### src/rtl/cic_comp_fir.sv
// Serial-MAC FIR compensation filter for CIC droop; one shared multiplier over TAPS cycles.
// Accept -> out_valid after TAPS+2 cycles; in_ready only in IDLE, out held until out_ready.
module cic_comp_fir #(
  parameter int WIDTH  = 8,
  parameter int TAPS   = 4,
  parameter int COEF_W = 8,
  parameter int COEFS [TAPS] = '{-1, 9, 9, -1},
  parameter int SHIFT  = 4
) (
  input  logic             clk,
  input  logic             rst,
  input  logic [WIDTH-1:0] in,
  input  logic             in_valid,
  output logic             in_ready,
  output logic [WIDTH-1:0] out,
  output logic             out_valid,
  input  logic             out_ready,
  output logic             overrun
);

  localparam int PW     = $clog2(TAPS);
  localparam int PROD_W = WIDTH + COEF_W + 1;
  localparam int ACC_W  = WIDTH + COEF_W + 1 + $clog2(TAPS);
  localparam logic [PW-1:0] LAST = PW'(TAPS - 1);
  localparam logic signed [ACC_W-1:0] MAXV = ACC_W'((1 << WIDTH) - 1);
  localparam logic signed [ACC_W-1:0] HALF = ACC_W'(1 << (SHIFT - 1));

  typedef enum logic [1:0] {IDLE, MAC, ROUND, OUTP} state_t;

  state_t                   state;
  logic [WIDTH-1:0]         dline [TAPS];
  logic [PW-1:0]            wr_ptr;
  logic [PW-1:0]            rd_ptr;
  logic [PW-1:0]            k;
  logic signed [ACC_W-1:0]  acc;

  logic signed [COEF_W-1:0] coef;
  logic signed [WIDTH:0]    samp;
  logic signed [PROD_W-1:0] prod;
  logic signed [ACC_W-1:0]  acc_next;
  logic signed [ACC_W-1:0]  rounded;
  logic signed [ACC_W-1:0]  shifted;
  logic [WIDTH-1:0]         sat_val;
  logic [PW-1:0]            wr_next;
  logic [PW-1:0]            rd_prev;

  assign in_ready = (state == IDLE);

  // rd_ptr walks backwards from the newest sample, so k and rd_ptr track x[n-k]
  assign coef     = COEF_W'(COEFS[k]);
  assign samp     = {1'b0, dline[rd_ptr]};
  assign prod     = samp * coef;
  assign acc_next = acc + ACC_W'(prod);
  assign rounded  = acc + HALF;
  assign shifted  = rounded >>> SHIFT;
  assign wr_next  = (wr_ptr == LAST) ? '0 : wr_ptr + 1'b1;
  assign rd_prev  = (rd_ptr == '0) ? LAST : rd_ptr - 1'b1;

  always_comb begin
    sat_val = shifted[WIDTH-1:0];
    if (shifted < 0)
      sat_val = '0;
    else if (shifted > MAXV)
      sat_val = '1;
  end

  always_ff @(posedge clk) begin
    if (rst) begin
      state     <= IDLE;
      wr_ptr    <= '0;
      rd_ptr    <= '0;
      k         <= '0;
      acc       <= '0;
      out       <= '0;
      out_valid <= 1'b0;
      overrun   <= 1'b0;
      for (int i = 0; i < TAPS; i++)
        dline[i] <= '0;
    end else begin
      if (in_valid && !in_ready)
        overrun <= 1'b1;
      case (state)
        IDLE: begin
          if (in_valid) begin
            dline[wr_ptr] <= in;
            rd_ptr        <= wr_ptr;
            wr_ptr        <= wr_next;
            k             <= '0;
            acc           <= '0;
            state         <= MAC;
          end
        end
        MAC: begin
          acc    <= acc_next;
          rd_ptr <= rd_prev;
          if (k == LAST)
            state <= ROUND;
          else
            k <= k + 1'b1;
        end
        ROUND: begin
          out       <= sat_val;
          out_valid <= 1'b1;
          state     <= OUTP;
        end
        OUTP: begin
          if (out_ready) begin
            out_valid <= 1'b0;
            state     <= IDLE;
          end
        end
        default: state <= IDLE;
      endcase
    end
  end

endmodule

### config.mk
export PLATFORM = sky130hd
export DESIGN_NAME = cic_comp_fir
export DESIGN_NICKNAME = d
export VERILOG_FILES = /design/src/rtl/cic_comp_fir.sv
export SDC_FILE = /design/constraint.sdc
export NUM_CORES = 1
export LEC_CHECK = 0
export ABC_AREA = 1
export BUFFER_PORTS_ARGS = -buffer_cell sky130_fd_sc_hd__buf_2
export CAP_MARGIN = 20
export CORE_MARGIN = 2
export CORE_UTILIZATION = 60
export CTS_BUF_LIST = sky130_fd_sc_hd__clkbuf_4
export DETAILED_ROUTE_END_ITERATION = 10
export PLACE_DENSITY = 0.78
export SLEW_MARGIN = 10
export SYNTH_ARGS = -nofsm -noshare
export SYNTH_HDL_FRONTEND = slang
export SYNTH_SLANG_ARGS = --single-unit
export TNS_END_PERCENT = 10
### constraint.sdc
create_clock -name clk -period 7.52 [get_ports clk]
set_input_delay 1.504 -clock clk [delete_from_list [all_inputs] [get_ports clk]]
set_output_delay 1.504 -clock clk [all_outputs]
set_load 0.03 [all_outputs]
==> results.yml, run 1 <==
logic_synthesis:
  synth_top_area_share_pct: 16.6
  synth-adder-area-share_pct: 30.5
  synth_compound_area_share_pct: 8.20
  synth_largest_area_cell: "edfxtp_1"
  ys_warn_count: 0
  yosys.area_share.simple_pct: 21.3
  synth_top_family_by_area: "adder cells"
  synth_xor_area_share_pct: 1.67
  syn_nets: 824
  yosysSeqAreaShare_pct: 30.1
  muxShareOfSynthArea_pct: 0
  synthCells: 699
  ys_ff_latch: 71
  yosys-top-cells-area: "edfxtp_1 17%, fa_1 16%, ha_1 14%, dfxtp_1 13%, nand2_1 11%"
  netlist_area_mm2: 0.00579
  syn_area_per_cell_um2: 8.28
  synthDistinctLibCells: 36
global_route:
  grt_util_all_layers_pct: 25.4
  grt_pass1_vias: 4348
  grt_pass1_wl_mm: 20.4
  antenna_found_initial: 0
  grt.overflow.total: 0
  grt_max_degree: 37
placement:
  dp_hpwl_mm: 9.60
  io_buffers: 22
  place_worst_setup_slack_ns: 1.59
  place_congestion: 0.866
sta:
  clock_skew_ns: 0.0179
  tightest_slew_ns: 0.741
  finalSetupViolCount: 0
  fin_setup_tns_ns: 0
  rsz0062_at_grt: "false"
  fin_crit_sh_pct: 79.4
  finalHoldViolCount: 0
  drv_slew: 0
  period_minus_slack_ns: 5.97
  clock.fmax_ghz: 0.168
  layout_setup_ws_ns: 1.55
  slew_headroom_pct: 50.6
cts:
  cts-resized-gates: 0
  cts_buffer_depth: 2
  tritoncts: "yes"
  post_cts_buffers: 0
  clockRootBuffer: "clkbuf_4"
  clk_latency_ns: 0.44
  path_clk_slew_ns: 0.14
  cts_max_level: 3
  cts_buffers: 9
  clock-sinks: 71
  cts_hold_buf: 0
detailed_routing:
  drt_wl_total_mm: 12.2
  wl_met3_um: 648
  top_layer_used: "met4"
  antenna_left: 0
  vias: 4581
  wire_per_inst_um: 14.3
  drc: 0
  firstDrtPassIters: 5
  wl_met2_mm: 5.78
  routed_via_density: 5.37
  drt_iter0_markers: 300
  drt-met1-wl_mm: 5.57
run_status:
  status: "complete, no violations"
floorplanning:
  die_h_um: 102
  ios: 23
  initial_core_util_pct: 62.3
  die_w_um: 102
  rows: 35
  coreArea_mm2: 0.00928
  die-area_mm2: 0.0104
finish:
  layout_commonest_cell: "nand2_1"
  fill_cells: 804
  fin_nets: 844
  final_cell_mix: "167 x nand2_1, 108 x inv_1, 70 x nor2_1"
  layout-drive-gt1-share_pct: 6.91
  area_delta_synth_final_pct: 6.70
  multi_input_area_mm2: 0.00357
  diodes: 0
  regArea_mm2: 0.00174
worst_setup_path:
  endpoint_kind: "register"
  critPathKind: "register to register"
  crit_required_ns: 7.89
  critPathMaxFanout: 17
  critPathLaunchType: "register"
  arrival_ns: 6.34
job:
  max_cap_viol_count: 0
worst_hold_path:
  hold_path.class: "register to register"
==> worst paths after layout <==
check	from	endpoint	slack (ns)	depth (start not counted)
max reg2reg	register	acc[18]	1.55	24
max	register	acc[18]	1.55	24
min reg2reg	out[2]	out[2]	0.47	2
min	out[2]	out[2]	0.47	2
==> synthesized netlist by cell type <==
master,instances
nand2_2,2
o21bai_2,1
nand2_1,167
xnor2_1,2
xor2_1,9
a21oi_4,1
fa_1,47
o31ai_1,1
a31oi_1,1
clkbuf_1,8
dfxtp_1,39
a211oi_1,4
nand3b_4,1
a32oi_1,1
nand3b_1,4
clkinv_1,2
nor2_4,1
nor2_1,70
nand4_1,6
o221ai_1,1
edfxtp_1,32
ha_1,66
o21bai_1,2
buf_1,1
nor3_1,3
or2_2,2
nand3_1,40
inv_1,108
nor2_2,1
o21ai_2,2
a21oi_1,51
a21boi_0,1
buf_2,5
o21ai_0,15
a22oi_1,1
o21a_1,1
==> area by class of cell <==
| type | instances | share of cell area (%) |
|---|---|---|
| clock buffers | 10 | 1.22 |
| clock inverters | 6 | 1.50 |
| inverters | 110 | 6.69 |
| multi-input cells | 504 | 57.9 |
| flip-flops and latches | 71 | 28.2 |
| well taps | 129 | 2.61 |
| repair buffers | 23 | 1.91 |
==> cells by family after synthesis <==
family / Yosys count
compound gates: 83
simple gates: 297
buf+inv: 124
flops: 71
fa+ha+maj: 113
xor+xnor: 11
==> state kept, by name (all words and copies together), names as in the netlist, named ones only <==
register   flops
out_valid      1
state          2
acc           19
overrun        1
wr_ptr         2
k              2
rd_ptr         2
dline         32
out            8
==> metal layers <==
layer | global-route usage, % | vias to the layer above
met3 | 3.76 | 15
li1 | - | 2283
met1 | 36.3 | 2162
met4 | 8.00 | 0
met2 | 40.4 | 121
met5 | 0 | -
==> through the flow <==
stage / hold slack [ns] / utilization (%) / cell area (um^2) / instances
6_report: 0.469 / 66.5 / 6170 / 853
2_1_floorplan: 0.432 / - / 5790 / 699
5_1_grt: 0.484 / 66.5 / 6170 / 853
3_3_place_gp: 0.445 / 64.7 / 6010 / 837
4_1_cts: 0.472 / 66.5 / 6170 / 853
3_5_place_dp: 0.453 / 64.7 / 6010 / 837
==> critical path, cell delays in order (launching register included) <==
cell,delay [ns]
dfxtp_1,0.50
inv_1,0.43
nand2_1,0.09
a32oi_1,0.49
inv_1,0.08
nor2_1,0.41
fa_1,0.50
inv_1,0.07
fa_1,0.40
inv_1,0.09
fa_1,0.42
fa_1,0.54
inv_1,0.05
fa_1,0.50
inv_1,0.04
ha_1,0.36
nand2_1,0.10
inv_1,0.05
o21ai_0,0.20
nand3_1,0.17
nand3_1,0.12
nand2_1,0.06
nand2_1,0.06
nand3_1,0.06
a21oi_1,0.13
Power of run 1 is left out: the tool's default activity adds up to more than one toggle a clock period on the data nets, which glitch-free logic cannot reach.
==> run 2: changes to the inputs <==
Settings changed: CORE_UTILIZATION 60 to 59, PLACE_DENSITY 0.78 to 0.8.
Clock period 7.52 ns to 4.9 ns, I/O delays scaled along.
==> run 2 against run 1 <==
Compared with the run above:
- the flow now finishes with violations (negative setup slack)
- non-clock buffer count is 36 higher
- sequential share of layout area is 2.6 points lower
- register-to-register slack worse by 1.6 ns
- worst setup slack worse by 1.6 ns
- via count is 10% higher
- maximum frequency is 20% higher
- cell count is 4.7% higher
- wire length is 21% higher
- largest cell class unchanged
- sequential cell count stayed put
- count of clock-buffer cells in the layout is 1 lower
- cell area is 11% higher
- global-route usage is 1.2 points higher
==> results.yml, run 2 (synthesized netlist as in run 1, its figures left out) <==
worst_setup_path:
  arrival_ns: 5.35
  r2r-start: "k[0]"
  r2r_end: "acc[15]"
  cpMostUsedCell: "fa_1"
  slowest_delay_ns: 0.59
  critPathMaxFanout: 8
  path_buf_inv: 5
  cp_slowest_cell: "fa_1"
  critPathKind: "register to register"
  rrSetupSlack_ns: -0.06
  r2r_cells: 21
  crit_chain: "ha_4 > buf_12 > nor2_4 > buf_4 > fa_1 > fa_1 > inv_1 > fa_1 > inv_1 > fa_1 > ha_4 > ha_4 > buf_4 > nand2_1 > nor2_2 > nand3_1 > nand3_1 > nor2_1 > nor2_1 > nand2_1 > a21oi_1"
  crit_required_ns: 5.29
  crit_family: "adder cells"
  critPathLaunchType: "register"
  endpoint_kind: "register"
placement:
  io_buffers: 22
  place_worst_setup_slack_ns: -0.177
  dp_hpwl_mm: 10.1
  place_congestion: 0.875
finish:
  diodes: 0
  largestRegisters: "dline x32, acc x19, out x8"
  fill_cells: 713
  layout_commonest_cell: "nand2_1"
  fin_nets: 880
  layout-drive-gt1-share_pct: 19.7
  area_delta_synth_final_pct: 18.3
  regArea_mm2: 0.00175
  final_cell_mix: "158 x nand2_1, 102 x inv_1, 59 x nor2_1"
  largest_reg_flops: 32
  multi_input_area_mm2: 0.00391
  largest_register: "dline"
sta:
  drv_slew: 0
  timing.hold.ws_ns: 0.470
  slew_headroom_pct: 51.8
  finalSetupViolCount: 3
  rsz0062_at_grt: "true"
  layout_setup_ws_ns: -0.0595
  finalHoldViolCount: 0
  tightest_slew_ns: 0.723
  clock_skew_ns: 0.0262
  period_minus_slack_ns: 4.96
  fin_crit_sh_pct: 101
  clock.fmax_ghz: 0.202
cts:
  clk_latency_ns: 0.48
  clockRootBuffer: "clkbuf_4"
  cts_max_level: 3
  cts_buffer_depth: 2
  tritoncts: "yes"
  cts_hold_buf: 0
  path_clk_slew_ns: 0.16
  cts_buffers: 9
  clock-sinks: 71
detailed_routing:
  drt_wl_total_mm: 14.8
  routed_via_density: 5.65
  vias: 5044
  wire_per_inst_um: 16.5
  firstDrtPassIters: 5
  drc: 0
  antenna_left: 0
  drt_iter0_markers: 402
floorplanning:
  die_h_um: 103
  initial_core_util_pct: 60.0
  ios: 23
  rows: 36
  coreArea_mm2: 0.00964
  die_w_um: 103
  die-area_mm2: 0.0106
worst_hold_path:
  hold-path-endpoint: "out[0]"
  hold_path.class: "register to register"
  hold_start: "out[0]"
  hold_path_depth: 2
global_route:
  grt_util_all_layers_pct: 26.6
  grt_pass1_vias: 4653
  antenna_found_initial: 0
  grt.overflow.total: 0
  grt_pass1_wl_mm: 21.5
  grt_max_degree: 37
run_status:
  status: "finished with violations"
  violations: "negative setup slack"
job:
  max_cap_viol_count: 0
[run 2: through the flow]
| stage | std cells | setup TNS, ns | utilization, % | cell area, um^2 |
|---|---|---|---|---|
| final | 893 | -0.0806 | 71.0 | 6840 |
| after global routing | 893 | -1.25 | 71.0 | 6840 |
| after CTS | 884 | -0.196 | 66.9 | 6450 |
| after detailed placement | 868 | -1.02 | 65.0 | 6260 |
| after global placement | 868 | -0.155 | 65.0 | 6260 |
| after floorplan | 699 | 0 | - | 5830 |
[run 2: what timing repair did]
action                                 4_1_cts  5_1_grt
pin swaps                                    0       35
setup endpoints to repair                   10       13
resized for setup                            7       76
buffers inserted                             0        8
endpoints found under the hold margin        0        0
gates cloned                                 0        1
[run 2: how the worst max path moves through the flow]
stage / startpoint / to / cells past startpoint / slack, ns
global route: register / acc[18] / 23 / -0.16
finish: k[0] / acc[15] / 21 / -0.06
global placement: register / acc[18] / 20 / -0.09
detailed placement: register / acc[18] / 20 / -0.18
CTS: register / acc[16] / 22 / -0.05
floorplan: register / acc[18] / 26 / 0.007
[run 2: layer usage]
metal	track usage [%]	part of all wire (%)
met1	33.6	39
met2	46.8	51
met4	8.60	3.6
met5	0	0
met3	4.14	6.4
[run 2: cell type report]
class | instances | area share [%]
repair buffers | 59 | 6.27
clock buffers | 9 | 0.988
well taps | 133 | 2.43
inverters | 110 | 6.14
clock inverters | 7 | 1.50
multi-input cells | 504 | 57.1
flip-flops and latches | 71 | 25.6
[run 2: worst reg2reg max path, stage by stage, from the launching register on]
cell	delay, ns
dfxtp_4	0.39
ha_4	0.35
buf_12	0.15
nor2_4	0.04
buf_4	0.14
fa_1	0.49
fa_1	0.52
inv_1	0.06
fa_1	0.54
inv_1	0.07
fa_1	0.59
ha_4	0.23
ha_4	0.27
buf_4	0.13
nand2_1	0.10
nor2_2	0.18
nand3_1	0.14
nand3_1	0.15
nor2_1	0.05
nor2_1	0.08
nand2_1	0.06
a21oi_1	0.11
Power of run 2 is left out for the same reason.
